**src/rtl/mpc_cycle_csr.sv**
```systemverilog
// mpc_cycle_csr: mixed-precision cycle CSR and weight operand-slice stage.
// Holds the cycle, format, ratio and skip-size CSRs. Forwards the current
// cycle, format and skip size to the ID-stage mixed-precision controller and
// absorbs that controller's next-cycle updates. On each ID->EX advance of a
// dotp it registers the weight sub-operand slice selected by the current cycle.
//
// Ports:
//   clk, rst_n                       clock, asynchronous active-low reset
//   csr_we_i/addr_i/wdata_i          CSR write port
//   csr_rdata_o                      CSR read data, combinational on csr_addr_i
//   wcsr_i, next_cycle_i             controller cycle update request
//   sel_i                            cycle source: 0/3 CSR, 1 CSR write, 2 controller
//   current_cycle_o                  forwarded cycle to controller
//   ivec_fmt_o, skip_size_o          format and skip-size fields
//   id_valid_i, ex_ready_i           ID/EX handshake
//   is_dotp_i, op_b_i                dotp flag and weight operand from ID
//   ex_valid_o, ex_cycle_o           EX slot valid and cycle used
//   ex_wslice_o                      selected weight slice, zero-extended
module mpc_cycle_csr #(
    parameter int unsigned NBITS_MIXED_CYCLES = 3,
    parameter int unsigned NBITS_MAX_KER      = 8,
    parameter int unsigned FMT_W              = 4
) (
    input  logic                          clk,
    input  logic                          rst_n,
    input  logic                          csr_we_i,
    input  logic [11:0]                   csr_addr_i,
    input  logic [31:0]                   csr_wdata_i,
    output logic [31:0]                   csr_rdata_o,
    input  logic                          wcsr_i,
    input  logic [NBITS_MIXED_CYCLES-1:0] next_cycle_i,
    input  logic [1:0]                    sel_i,
    output logic [NBITS_MIXED_CYCLES-1:0] current_cycle_o,
    output logic [FMT_W-1:0]              ivec_fmt_o,
    output logic [NBITS_MAX_KER-1:0]      skip_size_o,
    input  logic                          id_valid_i,
    input  logic                          ex_ready_i,
    input  logic                          is_dotp_i,
    input  logic [31:0]                   op_b_i,
    output logic                          ex_valid_o,
    output logic [NBITS_MIXED_CYCLES-1:0] ex_cycle_o,
    output logic [31:0]                   ex_wslice_o
);

    localparam int unsigned NC = NBITS_MIXED_CYCLES;
    localparam int unsigned NK = NBITS_MAX_KER;
    localparam logic [11:0] ADDR_CONF  = 12'h00C;
    localparam logic [11:0] ADDR_CYCLE = 12'h00D;

    logic [NC-1:0]    cycle_q, cycle_d;
    logic [NC-1:0]    wr_shadow_q, wr_shadow_d;
    logic [NC-1:0]    nc_shadow_q, nc_shadow_d;
    logic [FMT_W-1:0] fmt_q, fmt_d;
    logic [1:0]       ratio_q, ratio_d;
    logic [NK-1:0]    skip_q, skip_d;
    logic             ex_valid_q, ex_valid_d;
    logic [NC-1:0]    ex_cycle_q, ex_cycle_d;
    logic [31:0]      ex_wslice_q, ex_wslice_d;

    logic             wr_conf, wr_cycle, conf_changes, fire;
    logic [NC-1:0]    cyc_mask;
    logic [2:0]       idx;
    logic [4:0]       shamt;
    logic [31:0]      shifted, slice;
    logic             unused_wdata;

    // Valid cycle bits for a ratio: x1 -> none, x2 -> 1, x4 -> 2, x8 -> 3.
    function automatic logic [NC-1:0] ratio_mask(input logic [1:0] r);
        case (r)
            2'd0:    return '0;
            2'd1:    return NC'(1);
            2'd2:    return NC'(3);
            default: return NC'(7);
        endcase
    endfunction

    assign wr_conf  = csr_we_i && (csr_addr_i == ADDR_CONF);
    assign wr_cycle = csr_we_i && (csr_addr_i == ADDR_CYCLE);
    assign cyc_mask = ratio_mask(ratio_q);
    assign conf_changes = (csr_wdata_i[FMT_W-1:0] != fmt_q) || (csr_wdata_i[9:8] != ratio_q);
    assign unused_wdata = ^csr_wdata_i;

    // CSR next state; cycle source priority: 0x00D write, format change, controller.
    always_comb begin
        cycle_d     = cycle_q;
        wr_shadow_d = wr_shadow_q;
        nc_shadow_d = nc_shadow_q;
        fmt_d       = fmt_q;
        ratio_d     = ratio_q;
        skip_d      = skip_q;
        if (wr_conf) begin
            fmt_d   = csr_wdata_i[FMT_W-1:0];
            ratio_d = csr_wdata_i[9:8];
            skip_d  = csr_wdata_i[16 +: NK];
        end
        if (wr_cycle) begin
            cycle_d     = csr_wdata_i[NC-1:0] & cyc_mask;
            wr_shadow_d = csr_wdata_i[NC-1:0] & cyc_mask;
        end else if (wr_conf && conf_changes) begin
            cycle_d = '0;
        end else if (wcsr_i) begin
            cycle_d = next_cycle_i & cyc_mask;
        end
        if (wcsr_i) begin
            nc_shadow_d = next_cycle_i & cyc_mask;
        end
    end

    // Forwarding mux lets the controller see its own update without a bubble.
    always_comb begin
        case (sel_i)
            2'd1:    current_cycle_o = wr_shadow_q;
            2'd2:    current_cycle_o = nc_shadow_q;
            default: current_cycle_o = cycle_q;
        endcase
    end

    // Chunk width is 32/ratio; the masked cycle picks which chunk.
    always_comb begin
        idx   = 3'(current_cycle_o & cyc_mask);
        shamt = '0;
        case (ratio_q)
            2'd1:    shamt = {idx[0], 4'd0};
            2'd2:    shamt = {idx[1:0], 3'd0};
            2'd3:    shamt = {idx, 2'd0};
            default: shamt = '0;
        endcase
        shifted = op_b_i >> shamt;
        case (ratio_q)
            2'd1:    slice = shifted & 32'h0000_FFFF;
            2'd2:    slice = shifted & 32'h0000_00FF;
            2'd3:    slice = shifted & 32'h0000_000F;
            default: slice = op_b_i;
        endcase
    end

    // EX slot: load on fire, drain when EX accepts without a fire, hold on stall.
    assign fire = id_valid_i && ex_ready_i && is_dotp_i;

    always_comb begin
        ex_valid_d  = ex_valid_q;
        ex_cycle_d  = ex_cycle_q;
        ex_wslice_d = ex_wslice_q;
        if (fire) begin
            ex_valid_d  = 1'b1;
            ex_cycle_d  = current_cycle_o;
            ex_wslice_d = slice;
        end else if (ex_ready_i) begin
            ex_valid_d = 1'b0;
        end
    end

    always_ff @(posedge clk or negedge rst_n) begin
        if (!rst_n) begin
            cycle_q     <= '0;
            wr_shadow_q <= '0;
            nc_shadow_q <= '0;
            fmt_q       <= '0;
            ratio_q     <= '0;
            skip_q      <= '0;
            ex_valid_q  <= 1'b0;
            ex_cycle_q  <= '0;
            ex_wslice_q <= '0;
        end else begin
            cycle_q     <= cycle_d;
            wr_shadow_q <= wr_shadow_d;
            nc_shadow_q <= nc_shadow_d;
            fmt_q       <= fmt_d;
            ratio_q     <= ratio_d;
            skip_q      <= skip_d;
            ex_valid_q  <= ex_valid_d;
            ex_cycle_q  <= ex_cycle_d;
            ex_wslice_q <= ex_wslice_d;
        end
    end

    // CSR read-back; unmapped addresses and unused bits read 0.
    always_comb begin
        csr_rdata_o = '0;
        case (csr_addr_i)
            ADDR_CYCLE: csr_rdata_o[NC-1:0] = cycle_q;
            ADDR_CONF: begin
                csr_rdata_o[FMT_W-1:0] = fmt_q;
                csr_rdata_o[9:8]       = ratio_q;
                csr_rdata_o[16 +: NK]  = skip_q;
            end
            default: csr_rdata_o = '0;
        endcase
    end

    assign ivec_fmt_o  = fmt_q;
    assign skip_size_o = skip_q;
    assign ex_valid_o  = ex_valid_q;
    assign ex_cycle_o  = ex_cycle_q;
    assign ex_wslice_o = ex_wslice_q;

endmodule

```
**config.mk**
```make
export PLATFORM = sky130hd
export DESIGN_NAME = mpc_cycle_csr
export DESIGN_NICKNAME = d
export VERILOG_FILES = /design/src/rtl/mpc_cycle_csr.sv
export SDC_FILE = /design/constraint.sdc
export NUM_CORES = 1
export LEC_CHECK = 0
export CAP_MARGIN = 20
export CORE_MARGIN = 2
export CORE_UTILIZATION = 48
export CTS_BUF_LIST = sky130_fd_sc_hd__clkbuf_4
export CTS_CLUSTER_DIAMETER = 120
export DETAILED_ROUTE_END_ITERATION = 10
export GPL_ROUTABILITY_DRIVEN = 1
export GPL_TIMING_DRIVEN = 0
export PLACE_DENSITY = 0.91
export SYNTH_ARGS = -nofsm -noshare
export SYNTH_HDL_FRONTEND = slang
export SYNTH_SLANG_ARGS = --single-unit
```
**constraint.sdc**
```tcl
create_clock -name clk -period 5.1 [get_ports clk]
set_input_delay 1.02 -clock clk [delete_from_list [all_inputs] [get_ports clk]]
set_output_delay 1.02 -clock clk [all_outputs]
set_load 0.005 [all_outputs]
```
-- Yosys cells after proc, flatten, opt, wreduce, memory -nomap -nowiden
Cells that the tools add are included.
- memories: 0
- register bits after elaboration: 59
- ROM bits: 0
- bits in writable memories: 0
- word-level logic and storage cells: 44
- bits of input ports: 88
- latch bits: 0
- equal/unequal tests: 9
- shift operators: 1
- order comparisons: 0
- multiplexer cells: 13
- $add $sub $neg: 0
- bitwise operators: 3
- reduce and logical (&&, ||, !) cells: 9
- div/mod/pow operators: 0
- multipliers: 0
- operators with widths (cell ; number):
    $pmux W32 S3 ; 1
    $shr A32 B5 Y16 ; 1
    $eq A12 B4 Y1 const B ; 2
    $pmux W5 S3 ; 1
    $pmux W3 S2 ; 2
    $and A3 B3 Y3 ; 3
    $mux W3 ; 3
    $pmux W3 S3 ; 1
    $mux W8 ; 1
    $eq A2 B2 Y1 const B ; 3
    $logic_and A1 B1 Y1 ; 5
    $eq A2 B1 Y1 const B ; 2
    $ne A4 B4 Y1 ; 1
    $mux W1 ; 3
    $reduce_bool A3 Y1 ; 1
    $logic_not A2 Y1 ; 1
    $mux W2 ; 1
    $ne A2 B2 Y1 ; 1
    $reduce_bool A2 Y1 ; 1
    $logic_or A1 B1 Y1 ; 1

-- Depth between registers and ports, before layout
- depth after elaboration: 6
- depth in mapped cells: 11
- gate-level depth less buffers: 9

-- Least setup slack after synthesis
No wires, ideal clock.
- kind: in2out
- start point: in sel_i[0]
- end point: out current_cycle_o[0]
- data arrival time: 2145 ps
- setup slack: 1935 ps
- data required time: 4080 ps
- buffers on the path: 2
- cell stages on the path: 7
- cells stage by stage: inv_1 > ha_1 > buf_4 > a221o_1 > nand2_2 > inv_2 > buf_4
- cells in the longest elaborated chain, start to end: 2
- elaborated cells on any way between the ends: 3
- those cells by class: eq/ne (2); mux (1)
- ends and longest elaborated chain (what ; line ; source):
    start: declaration ; 32 ; input logic [1:0] sel_i,
    $eq A2 B2 Y1 or $eq A2 B1 Y1 (tied branches) ; 111 ; case (sel_i)
    $pmux W3 S2 (*) ; 111 ;
    end: declaration ; 33 ; output logic [NBITS_MIXED_CYCLES-1:0] current_cycle_o,
Mark *: on every way between the ends. The rest lies on a longest branch, timed or not.

-- Worst setup path in the final report
- start point: in csr_addr_i[3]
- end point: out csr_rdata_o[23]
- cells in the longest elaborated chain, start to end: 2
- ends and longest elaborated chain (what ; line ; source):
    start: declaration ; 27 ; input logic [11:0] csr_addr_i,
    $eq A12 B4 Y1 ; 180 ; case (csr_addr_i)
    $mux W8 ; 180 ;
    end: declaration ; 29 ; output logic [31:0] csr_rdata_o,
Every way passes these cells.

==> impl_metrics.tcl <==
set metrics [dict create \
    status "finished clean" \
    intPower_uw 890 \
    hp-start "ex_wslice_o[24]" \
    hold_buffers 0 \
    clock_skew_ps 10.6 \
    wl_per_cell_um 18.5 \
    cts-root-buf "clkbuf_4" \
    setup_tns_ps 0 \
    ys.flop_type "dfrtp_1" \
    yosys.area.top_type "dfrtp_1" \
    ys.warnings.count 0 \
    finalHoldViolCount 0 \
    cp-start-kind "input port" \
    cts_setup_buffers 0 \
    crit_type "input port to output port" \
    fp.dieH_um 95.1 \
    top_layer "met4" \
    pre_cts_ws_ps 775 \
    cp_max_fo 9 \
    start_util_pct 48.9 \
    layout.cells.most_common_list "clkdlybuf4s50_1 (131), nand2_1 (70), dfrtp_1 (59)" \
    grt_pass1_wl_um 21200 \
    fmax_mhz 233 \
    yosys.area.top_type_share_pct 37.1 \
    syn_area_sq_um 3980 \
    final_area_sq_um 5670 \
    min_period_over_period_pct 84.3 \
    worstPathArrival_ps 3280 \
    syn_area_per_cell_sq_um 8.54 \
    rsz0062_at_grt "no" \
    worst_slack_ps 800 \
    dr_wl_met3_um 1300 \
    fin_nets 717 \
    placed_area_sq_um 5510 \
    drive_gt1_share_pct 12.2 \
    area_growth_syn_to_layout_pct 42.4 \
    ys_ff_latch 59 \
    ir_worst_vdd_mv 0.121 \
    crit_path_end_kind "output port" \
    ys_seq_area_share_pct 37.1 \
    synth.distinct_cells 59 \
    cts.path.max_buffers 2 \
    die_w_um 95.1 \
    die_area_sq_um 9040 \
    core_sq_um 8130 \
    grt_pass1_vias 4182 \
    worstMarginPinSlew_ps 826 \
    htree_levels 3 \
    cts.sinks 59 \
    drt-initial-drc-count 352 \
    hpwl_um 10500 \
    viasPerCell 5.76 \
    diodes 0 \
    min_path_type "flop to flop" \
    cts_resized 0 \
    drt-pass1-iter-count 5 \
    utilization_pct 69.7 \
    p_seq_share_pct 39.5 \
    final_common_cell "clkdlybuf4s50_1" \
    vias 4247 \
    routed_wl_um 13600 \
    floorplan.rows 33 \
    min_to "ex_wslice_o[24]" \
    gp_congestion 0.945 \
    synth-edff-count 0 \
    wl_met2_um 6710 \
    period_needed_ps 4300 \
    setup_viol 0 \
    startpoint "csr_addr_i[3]" \
    cts_buffers 9 \
    switching_power_uw 398 \
    grt_antenna_before_repair 0 \
    p_sw_share_pct 30.9 \
    overflow 0 \
    grt_max_degree 34 \
    grt_usage_pct 30.7 \
    power_density_nw_per_um2 227 \
    holdPathStages 2 \
    synthCells 466 \
    drv_slew 0 \
    path_clk_slew_ps 110 \
    portBuffers 132 \
    synthTopCellsByArea "dfrtp_1 (37%), nand2_1 (6.6%), mux2i_1 (6.3%)" \
    drv_cap 0 \
    met1_length_um 5280 \
    pwr-share-comb_pct 30.7 \
    p_leak_nw 2.58 \
    drc 0 \
    worstSkewPairLatency_ps 420 \
    r2r-start "ratio_q[1]" \
    cts_tree "done" \
    p_clk_share_pct 29.8 \
    ioPinCount 171 \
    cp.required_ps 4080 \
    async_flop_share_pct 100 \
    regToRegSetupSlack_ps 2430 \
    antenna_left 0 \
    worst_r2r_endpoint "ex_wslice_o[1]" \
    slew_headroom_pct 44.5 \
    reg2regPathDepth 8 \
]
==> cell families (layout without fill, tap and decap cells) <==
logic type      after synthesis  after routing  share of synthesized area [%]
flops                        59             59                           37.1
fa+ha+maj                     2              2                          0.628
simple gates                173            173                           20.7
other cells                   1             18                         0.0942
xor+xnor                      6              6                           1.32
mux                          38             38                           10.2
compound gates              114            114                           20.3
buf+inv                      73            222                           9.55
==> worst max-delay path, stage by stage <==
cell and delay (ps):
clkdlybuf4s50_1 470, nor4bb_1 300, nand3_1 290, nor2_1 460, and2_1 210, clkdlybuf4s50_1 520
==> sequential cells by signal (all words and copies together), names as in the netlist, 2 cells and up <==
| signal | count |
|---|---|
| ratio_q | 2 |
| ivec_fmt_o | 4 |
| ex_cycle_o | 3 |
| nc_shadow_q | 3 |
| wr_shadow_q | 3 |
| cycle_q | 3 |
| skip_size_o | 8 |
| ex_wslice_o | 32 |
==> routing by layer <==
| metal | global-route usage [%] | vias up |
|---|---|---|
| li1 | - | 1962 |
| met1 | 37.2 | 1988 |
| met2 | 52.7 | 265 |
| met3 | 8.38 | 32 |
| met4 | 9.90 | 0 |
| met5 | 0 | - |
==> cell type report <==
| type | instances | area [sq um] |
|---|---|---|
| Fill cell | 638 | 2470 |
| Multi-Input combinational cell | 351 | 2190 |
| Sequential cell | 59 | 1480 |
| Timing Repair Buffer | 133 | 1340 |
| Buffer | 47 | 283 |
| Tap cell | 105 | 131 |
| Inverter | 26 | 97.6 |
| Clock inverter | 6 | 80.1 |
| Clock buffer | 10 | 75.1 |
==> cell usage after synthesis, drive strengths merged, types with 8 or more instances <==
cell type  count
buf           34
nor2          29
o21ai         30
a21oi         21
nand2         71
inv           26
dfrtp         59
and2          11
nand3         28
o22ai          8
mux2i         25
nor3          14
clkbuf        13
mux2          12
==> per-stage QoR <==
step	instances	hold slack, ps	total power [mW]
after global placement	720	452	0.898
after global routing	737	508	1.35
after floorplan	483	463	0.724
after detailed placement	721	455	0.905
final	737	479	1.29
after CTS	737	480	1.28
==> power by group through the flow <==
stage | Combinational (mW) | Clock [mW] | Sequential [mW]
final | 0.395 | 0.384 | 0.509
after global routing | 0.426 | 0.409 | 0.513
after CTS | 0.388 | 0.386 | 0.509
after detailed placement | 0.386 | 0 | 0.519
after global placement | 0.380 | 0 | 0.518
after floorplan | 0.206 | 0 | 0.518
==> how the worst max path moves through the flow <==
stage | endpoint | slack [ps] | cells past startpoint
CTS | csr_rdata_o[23] | 760 | 6
global route | csr_rdata_o[16] | 650 | 6
detailed placement | csr_rdata_o[23] | 770 | 6
finish | csr_rdata_o[23] | 800 | 6
floorplan | current_cycle_o[0] | 1940 | 7
global placement | current_cycle_o[0] | 840 | 9
Note: power is estimated with default switching activity, not from simulation.
